File: src/rtl/pipeline_pkg.sv
// Shared definitions for the 3-stage RV32I pipeline: data widths, the NOP encoding
// and the fetch entry that pairs a PC with its instruction word.
package pipeline_pkg;
  localparam int XLEN = 32;
  localparam logic [31:0] NOP_INSTR = 32'h0000_0013;

  typedef struct packed {
    logic [31:0] pc;
    logic [31:0] instr;
  } fetch_entry_t;

  function automatic logic [31:0] word_align(input logic [31:0] addr);
    return {addr[31:2], 2'b00};
  endfunction
endpackage

File: src/rtl/fetch_fifo.sv
// In-order buffer of tagged fetch entries between imem responses and the IF/ID register.
// Head is read combinationally so a pop can load IF/ID in the same cycle.
module fetch_fifo
  import pipeline_pkg::*;
#(
  parameter int DEPTH = 2
) (
  input  logic                         clk,
  input  logic                         rst,
  input  logic                         push,
  input  logic                         pop,
  input  logic                         flush,
  input  fetch_entry_t                 wr_data,
  output fetch_entry_t                 rd_data,
  output logic [$clog2(DEPTH+1)-1:0]   count,
  output logic                         empty,
  output logic                         full
);
  localparam int AW = $clog2(DEPTH);
  localparam int CW = $clog2(DEPTH + 1);

  fetch_entry_t    mem [DEPTH];
  logic [AW-1:0]   wr_ptr_reg;
  logic [AW-1:0]   rd_ptr_reg;
  logic [CW-1:0]   count_reg;

  assign rd_data = mem[rd_ptr_reg];
  assign count   = count_reg;
  assign empty   = (count_reg == '0);
  assign full    = (count_reg == CW'(DEPTH));

  always_ff @(posedge clk) begin
    if (push && !flush) mem[wr_ptr_reg] <= wr_data;
  end

  always_ff @(posedge clk or posedge rst) begin
    if (rst) begin
      wr_ptr_reg <= '0;
      rd_ptr_reg <= '0;
      count_reg  <= '0;
    end else if (flush) begin
      wr_ptr_reg <= '0;
      rd_ptr_reg <= '0;
      count_reg  <= '0;
    end else begin
      // The fetch credit rule keeps pushes away from a full buffer.
      assert (!(push && full && !pop));
      assert (!(pop && empty));
      if (push) wr_ptr_reg <= wr_ptr_reg + AW'(1);
      if (pop)  rd_ptr_reg <= rd_ptr_reg + AW'(1);
      case ({push, pop})
        2'b10:   count_reg <= count_reg + CW'(1);
        2'b01:   count_reg <= count_reg - CW'(1);
        default: ;
      endcase
    end
  end
endmodule

File: src/rtl/fetch_stage.sv
// Instruction fetch + IF/ID register: PC generation, credit-limited imem requests,
// drop-after-redirect, response bypass/buffering. Optional counters under FETCH_PERF_EN.
module fetch_stage
  import pipeline_pkg::*;
#(
  parameter logic [31:0] RESET_PC   = 32'h0000_0000,
  parameter int          FIFO_DEPTH = 2
) (
  input  logic        clk,
  input  logic        rst,
  input  logic        stall_if_id,
  input  logic        redirect_valid,
  input  logic [31:0] redirect_pc,
  output logic        imem_req_valid,
  input  logic        imem_req_ready,
  output logic [31:0] imem_req_addr,
  input  logic        imem_rsp_valid,
  input  logic [31:0] imem_rsp_data,
  output logic        if_id_valid,
  output logic [31:0] if_id_pc,
  output logic [31:0] if_id_instr
`ifdef FETCH_PERF_EN
  ,
  output logic [31:0] perf_fetched,
  output logic [31:0] perf_stall
`endif
);
  localparam int CW = $clog2(FIFO_DEPTH + 1);

  logic [31:0]   fetch_pc_reg;
  logic [31:0]   resp_pc_reg;
  logic [CW-1:0] outstanding_reg, outstanding_next;
  logic [CW-1:0] drop_cnt_reg, drop_cnt_next;
  logic [CW-1:0] fifo_count;
  logic [CW:0]   credit_used;
  logic          fifo_empty, fifo_full;
  fetch_entry_t  fifo_head, rsp_entry;
  logic          req_fire, rsp_drop, rsp_tagged;
  logic          advance, fifo_pop, fifo_push, bypass;
  logic [1:0]    unused_redirect_lsbs;

  assign unused_redirect_lsbs = redirect_pc[1:0];

  // Slots are shared between in-flight requests and buffered words, so a response always has room.
  assign credit_used    = {1'b0, outstanding_reg} + {1'b0, fifo_count};
  assign imem_req_valid = !rst && !redirect_valid && !fifo_full
                          && (credit_used < (CW+1)'(FIFO_DEPTH));
  assign imem_req_addr  = fetch_pc_reg;
  assign req_fire       = imem_req_valid && imem_req_ready;

  assign rsp_drop   = imem_rsp_valid && (drop_cnt_reg != '0);
  assign rsp_tagged = imem_rsp_valid && (drop_cnt_reg == '0) && !redirect_valid;
  assign rsp_entry  = {resp_pc_reg, imem_rsp_data};

  assign advance   = !redirect_valid && !stall_if_id;
  assign fifo_pop  = advance && !fifo_empty;
  assign bypass    = advance && fifo_empty && rsp_tagged;
  assign fifo_push = rsp_tagged && !bypass;

  always_comb begin
    outstanding_next = outstanding_reg;
    drop_cnt_next    = drop_cnt_reg;
    if (req_fire)       outstanding_next = outstanding_next + CW'(1);
    if (imem_rsp_valid) outstanding_next = outstanding_next - CW'(1);
    // A response arriving with the redirect is discarded directly, not counted.
    if (redirect_valid)
      drop_cnt_next = outstanding_reg - (imem_rsp_valid ? CW'(1) : CW'(0));
    else if (rsp_drop)
      drop_cnt_next = drop_cnt_reg - CW'(1);
  end

  fetch_fifo #(.DEPTH(FIFO_DEPTH)) u_fifo (
    .clk     (clk),
    .rst     (rst),
    .push    (fifo_push),
    .pop     (fifo_pop),
    .flush   (redirect_valid),
    .wr_data (rsp_entry),
    .rd_data (fifo_head),
    .count   (fifo_count),
    .empty   (fifo_empty),
    .full    (fifo_full)
  );

  always_ff @(posedge clk or posedge rst) begin
    if (rst) begin
      fetch_pc_reg    <= RESET_PC;
      resp_pc_reg     <= RESET_PC;
      outstanding_reg <= '0;
      drop_cnt_reg    <= '0;
      if_id_valid     <= 1'b0;
      if_id_pc        <= '0;
      if_id_instr     <= NOP_INSTR;
    end else begin
      outstanding_reg <= outstanding_next;
      drop_cnt_reg    <= drop_cnt_next;
      if (redirect_valid) begin
        fetch_pc_reg <= word_align(redirect_pc);
        resp_pc_reg  <= word_align(redirect_pc);
        if_id_valid  <= 1'b0;
        if_id_pc     <= '0;
        if_id_instr  <= NOP_INSTR;
      end else begin
        if (req_fire)   fetch_pc_reg <= fetch_pc_reg + 32'd4;
        if (rsp_tagged) resp_pc_reg  <= resp_pc_reg + 32'd4;
        if (advance) begin
          if (fifo_pop) begin
            if_id_valid <= 1'b1;
            if_id_pc    <= fifo_head.pc;
            if_id_instr <= fifo_head.instr;
          end else if (bypass) begin
            if_id_valid <= 1'b1;
            if_id_pc    <= rsp_entry.pc;
            if_id_instr <= rsp_entry.instr;
          end else begin
            if_id_valid <= 1'b0;
            if_id_pc    <= '0;
            if_id_instr <= NOP_INSTR;
          end
        end
      end
    end
  end

`ifdef FETCH_PERF_EN
  always_ff @(posedge clk or posedge rst) begin
    if (rst) begin
      perf_fetched <= '0;
      perf_stall   <= '0;
    end else begin
      if (fifo_pop || bypass)             perf_fetched <= perf_fetched + 32'd1;
      if (stall_if_id && !redirect_valid) perf_stall   <= perf_stall + 32'd1;
    end
  end
`endif
endmodule

File: config.mk
export PLATFORM = sky130hd
export DESIGN_NAME = fetch_stage
export DESIGN_NICKNAME = d
export VERILOG_FILES = /design/src/rtl/pipeline_pkg.sv /design/src/rtl/fetch_fifo.sv /design/src/rtl/fetch_stage.sv
export SDC_FILE = /design/constraint.sdc
export NUM_CORES = 1
export LEC_CHECK = 0
export ABC_AREA = 1
export CAP_MARGIN = 0
export CORE_ASPECT_RATIO = 0.9
export CORE_UTILIZATION = 55
export DETAILED_ROUTE_END_ITERATION = 8
export GPL_ROUTABILITY_DRIVEN = 1
export PLACE_DENSITY = 0.8
export SLEW_MARGIN = 30
export SYNTH_ARGS = -nofsm -noshare
export SYNTH_HDL_FRONTEND = slang
export SYNTH_SLANG_ARGS = --single-unit
File: constraint.sdc
create_clock -name clk -period 5.75 [get_ports clk]
set_input_delay 0.8625 -clock clk [delete_from_list [all_inputs] [get_ports clk]]
set_output_delay 0.8625 -clock clk [all_outputs]
set_load 0.005 [all_outputs]
==> impl_results.md, run 1 <==
- Status: finished clean
- CP max FO: 38
- First DRT Iteration DRCs: 811
- I/O Buffers: 163
- CTS tree: built
- Dominant synthesized flop cell: dfrtp_1
- Final Max Tran Viols: 0
- Total core area: 0.0210 mm2
- # Post-CTS Setup Buffers: 0
- CTS resizes: 0
- Total track usage: 27.9%
- Multi-input gate area: 0.00427 mm2
- LEAKAGE: 5.94 nW
- Largest register FFs: 124
- Min cycle time layout: 3.47 ns
- CP Cell Sequence: clkdlybuf4s50_1 -> buf_4 -> nor2_2 -> buf_4 -> inv_1 -> or2_2 -> nor2_4 -> buf_4
- Chip width: 157 um
- List of most frequent post-synthesis cells: nand2_1 (433), nor2_1 (157), dfrtp_1 (129)
- Setup Crit Path Kind: input pin to flop
- IO Count: 168
- Leading area contributor after synthesis: edfxtp_1
- Overflow after GRT: 0
- Root Buffer: clkbuf_16
- First drt pass iteration count: 5
- Setup TNS: 0 ns
- Layout Cells excl Fill: 1740
- Post-synthesis sequential area ratio: 59.1%
- WP data arrival: 3.67 ns
- Setup-failing EPs final: 0
- Layout cell share with drive strength beyond 1: 7.70%
- Top-count cell post-synth: nand2_1
- Worst-Margin Slew: 0.872 ns
- Fmax: 288 MHz
- Biggest regs: u_fifo.mem: 124 flops, if_id_instr: 32 flops, if_id_pc: 31 flops
- Distinct cells, synth: 42
- CP max stage delay: 0.63 ns
- Area Overhead vs Synth: 23.0%
- Largest net degree at the start of global routing: 102
- Hold/Removal Path Class: flop to flop
- Routed Antenna Nets: 0
- First-pass GRT wire length: 48700 um
- YS warnings: 0
- Top post-synthesis cells by area: edfxtp_1 (31%), dfrtp_1 (27%), nand2_1 (14%), nor2_1 (5.0%), nand3_1 (3.3%)
- Pwr dens: 376 mW/mm2
- Clock-pin slew on the worst setup and hold paths: 0.06 ns
- Drt drc: 0
- GPL Wtd Cong: 0.954
- Synth Cell Area: 0.0119 mm2
- Period utilization: 60.4%
- Dpl cells: 1692
- Final Core Density: 69.7%
- ANT cells: 0
- CP required: 5.95 ns
- Synthesis-stage register bit count: 256
- CTS Buffer Depth: 3
- Sink Count: 256
- CP max-delay cell: nor2_4
- Register area: 0.00703 mm2
- Cts bufs inserted: 26
- Post-synth top area share: 31.3%
- Rows: 50
- Filler instances: 1567
- Post-DR wirelength/cell: 17.4 um
- CP top delay family: buffers and inverters
- Worst Path Buf+Inv: 5
- Peak supply drop: 0.186 mV
- Initial Util: 56.6%
- Syn_area_per_cell: 9.31 um2
- RSZ-0062 raised after global routing: no
- CP Capture Type: flop
- Vias in the first global route: 9543
- Synth Instances: 1278
- Hold_buf cts: 0
- Routed via count: 9656
- DP HPWL: 19600 um
- Die Ht: 142 um
- H-Tree Depth: 1
- Vias per cell: 5.55
- Die Area: 0.0222 mm2
- Asr flop ratio synth: 51.6%
- Hold Fails Final Rpt: 0
- Max_cap viols: 0
- Slew headroom: 41.8%
- CP Launch Type: input pin
- CP dominant cell by count: buf_4
- Post-synth EDFFs: 124
- # nets final: 1509
- Clk_skew: 0.0159 ns
- Top reg by flops: u_fifo.mem
- DRT Wirelength: 30300 um
- Initial antenna violation count: 0
- Insertion delay of the later-clocked pin in the worst-skew pair: 0.53 ns
==> cell type report <==
| type | count | share of cell area (%) |
|---|---|---|
| clock buffers | 33 | 4.69 |
| clock inverters | 15 | 1.45 |
| multi-input cells | 879 | 29.1 |
| repair buffers | 174 | 11.7 |
| inverters | 97 | 2.55 |
| well taps | 286 | 2.44 |
| flip-flops and latches | 256 | 48.0 |
==> cell families (layout without fill, tap and decap cells) <==
kind of cell | count (synthesis) | count (layout) | synth area share (%)
buffers and inverters | 144 | 319 | 5.30
AO/OA/AOI/OAI | 129 | 129 | 8.31
XOR/XNOR | 24 | 24 | 1.77
adder cells (fa/ha/maj) | 5 | 5 | 0.589
flip-flops | 256 | 256 | 59.1
other | 1 | 2 | 0.0315
AND/OR/NAND/NOR | 719 | 719 | 24.9
==> report_power, final <==
| group | leakage (nW) | internal, W | switching (W) |
|---|---|---|---|
| Combinational | 2.70 | 0.000539 | 0.000712 |
| Clock | 0.433 | 0.00107 | 0.000699 |
| Sequential | 2.81 | 0.00222 | 0.000259 |
| Total | 5.94 | 0.00383 | 0.00167 |
==> cells in the final DEF, fill, tap and decap left out, types with 23 or more instances in the layout <==
cell,netlist,routed
o21ai_0,36,36
nor2_1,157,154
dfrtp_1,129,128
nand2_1,433,433
clkbuf_16,0,26
edfxtp_1,124,124
nand3_1,79,79
xor2_1,23,23
o311ai_1,23,23
inv_1,88,87
o211ai_1,24,24
clkdlybuf4s50_1,0,163
==> worst reg2reg max path, cell delays in order (launching register included) <==
cell,delay [ns]
dfrtp_1,0.36
inv_1,0.08
ha_1,0.18
nand2_2,0.09
nor2_2,0.08
buf_4,0.29
inv_1,0.24
or2_2,0.40
nor2_4,0.64
buf_4,0.44
==> path summary, 6_finish.rpt <==
| check | from | end | slack [ns] | cells after the start |
|---|---|---|---|---|
| worst max-delay path | redirect_valid | u_fifo.mem[0][21] | 2.28 | 8 |
| worst min-delay path | if_id_pc[3] | if_id_pc[3] | 0.50 | 2 |
| worst max register to register | drop_cnt_reg[0] | u_fifo.mem[0][21] | 2.64 | 9 |
| worst min register to register | if_id_pc[3] | if_id_pc[3] | 0.50 | 2 |
| max in group asynchronous | rst | if_id_pc[12] | 3.87 | 3 |
| min in group asynchronous | rst | outstanding_reg[1] | 0.88 | 2 |
==> through the flow <==
stage | power [W] | setup slack, ns | instance area [um2] | hold slack [ns]
2_1_floorplan | 0.00315 | 1.11 | 11900 | 0.465
3_3_place_gp | 0.00369 | 1.77 | 13700 | 0.476
3_5_place_dp | 0.00374 | 1.73 | 13700 | 0.483
4_1_cts | 0.00551 | 2.29 | 14600 | 0.502
5_1_grt | 0.00575 | 2.16 | 14600 | 0.533
6_report | 0.00550 | 2.28 | 14600 | 0.499
==> metal layers <==
layer,global-route usage (%),wire (um)
met5,0,0
met4,8.38,735
met3,5.10,2620
met2,45.2,14000
met1,38.7,12900
Power figures use the tool's default switching activity.
==> inputs of run 2 (changes only) <==
CORE_UTILIZATION = 50   (was 55)
PLACE_DENSITY = 0.77   (was 0.8)
clock period = 2.9 ns   (was 5.75 ns; I/O delays follow)
==> run 2 against run 1 <==
Effect of this change: clock skew is 0.0077 ns lower; largest power group unchanged; critical path type is now flop to output port; total power is 98% higher; sequential power rose by 98%.
==> impl_results.md, run 2 (synthesis results as in run 1) <==
- Status: finished clean
- Routed via count: 9662
- P_sw: 0.00330 W
- IO Count: 168
- DP HPWL: 20300 um
- Final Core Density: 63.6%
- Part of the power in the clock network: 31.6%
- Layout Cells excl Fill: 1770
- Peak supply drop: 0.478 mV
- Area Overhead vs Synth: 24.8%
- Slew headroom: 49.8%
- Initial Util: 51.0%
- Vias in the first global route: 9184
- Insertion delay of the later-clocked pin in the worst-skew pair: 0.54 ns
- ANT cells: 0
- Vias per cell: 5.46
- Largest register FFs: 124
- Die Area: 0.0244 mm2
- Layout cell share with drive strength beyond 1: 8.58%
- Biggest regs: u_fifo.mem: 124 flops, if_id_instr: 32 flops, if_id_pc: 31 flops
- Reg power frac: 45.1%
- Reg2reg setup slack: 0.68 ns
- WP data arrival: 2.35 ns
- Sink Count: 256
- Cts bufs inserted: 27
- Net Sw Frac: 30.3%
- Commonest non-fill, non-tap cell in the layout: nand2_1
- # nets final: 1522
- Dpl cells: 1718
- Top reg by flops: u_fifo.mem
- Max_cap viols: 0
- Final Max Tran Viols: 0
- CTS Buffer Depth: 3
- RR Startpoint: drop_cnt_reg[0]
- Combinational Power Share: 23.3%
- Commonest cells after routing, fill and taps aside: nand2_1 (433), clkdlybuf4s50_1 (163), nor2_1 (154)
- Clock-pin slew on the worst setup and hold paths: 0.06 ns
- Filler instances: 1830
- Total core area: 0.0233 mm2
- Worst hold slack: 0.501 ns
- Largest net degree at the start of global routing: 133
- First drt pass iteration count: 6
- GPL Wtd Cong: 0.929
- Routed Antenna Nets: 0
- Fmax: 359 MHz
- CTS tree: built
- Worst-Margin Slew: 0.753 ns
- Setup-failing EPs final: 0
- RSZ-0062 raised after global routing: no
- Internal power consumption: 0.00759 W
- Drt drc: 0
- H-Tree Depth: 1
- First DRT Iteration DRCs: 879
- Overflow after GRT: 0
- CP required: 2.47 ns
- Chip width: 165 um
- First-pass GRT wire length: 47400 um
- Pwr dens: 733 mW/mm2
- I/O Buffers: 163
- Min cycle time layout: 2.79 ns
- Rows: 53
- Clk_skew: 0.00822 ns
- Die Ht: 148 um
- Hold Fails Final Rpt: 0
- Root Buffer: clkbuf_16
- CP Launch Type: flop
- Worst Setup SP: outstanding_reg[0]
- Crit path to: imem_req_valid
- Worst reg2reg endpoint: u_fifo.mem[1][58]
- Period utilization: 96.1%
- Total track usage: 24.8%
- CP Capture Type: output port
- Hold_buf cts: 0
- Post-DR wirelength/cell: 17.1 um
- CP max FO: 4
- Setup Crit Path Kind: flop to output port
- LEAKAGE: 6.03 nW
- DRT Wirelength: 30200 um
- Hold/Removal Path Class: flop to flop
- Initial antenna violation count: 0
- R2R depth: 8
## run 2: layer usage
| layer | track usage, % | up-vias | part of all wire, % |
|---|---|---|---|
| met2 | 38.2 | 457 | 46 |
| met3 | 3.60 | 56 | 8.2 |
| met4 | 7.57 | 0 | 2.2 |
| met1 | 36.3 | 4575 | 44 |
| li1 | - | 4574 | - |
| met5 | 0 | - | 0 |
## run 2: how the worst min path moves through the flow
stage,start,endpoint,slack (ns),cells after the start
2_1_floorplan,resp_pc_reg[31],u_fifo.mem[0][63],0.46,0
6_report,if_id_instr[30],if_id_instr[30],0.50,2
3_3_place_gp,if_id_instr[19],if_id_instr[19],0.48,2
5_1_grt,imem_rsp_data[7],u_fifo.mem[0][7],0.51,1
3_5_place_dp,if_id_instr[2],if_id_instr[2],0.49,2
4_1_cts,redirect_pc[5],resp_pc_reg[5],0.50,3
## run 2: worst max-delay path: stages, from the launching register on
cell	delay (ns)
dfrtp_1	0.43
nand2_1	0.08
inv_1	0.05
fa_1	0.44
nor2_2	0.08
nand2_1	0.08
nor2_4	0.14
clkdlybuf4s50_1	0.52
## run 2: layout make-up
type / instances / area (um2) / share of cell area [%]
clock buffer: 41 / 798 / 5.38
multi-input combinational: 879 / 4270 / 28.7
timing repair buffer: 186 / 1900 / 12.8
tap: 302 / 378 / 2.54
inverter: 97 / 370 / 2.49
sequential: 256 / 7030 / 47.4
clock inverter: 9 / 97.6 / 0.657
## run 2: power groups by stage
stage	combinational [W]	clock, W	sequential (W)
2_1_floorplan	0.00140	0	0.00485
3_3_place_gp	0.00243	0	0.00494
3_5_place_dp	0.00250	0	0.00497
4_1_cts	0.00252	0.00349	0.00491
5_1_grt	0.00281	0.00365	0.00498
6_report	0.00253	0.00344	0.00491
## run 2: timing repair
item,in CTS,in global routing
endpoints found under the setup margin,0,1
resized for setup,0,1
setup buffers,0,2
## run 2: per-stage QoR
stage | worst slack [ns] | cell area, um2 | total power, W | TNS, ns
finish | 0.113 | 14800 | 0.0109 | 0
global route | 0.00996 | 14800 | 0.0114 | 0
CTS | 0.0395 | 14800 | 0.0109 | 0
detailed placement | 0.283 | 13900 | 0.00746 | 0
global placement | 0.337 | 13900 | 0.00737 | 0
floorplan | -0.359 | 11900 | 0.00625 | -44.50
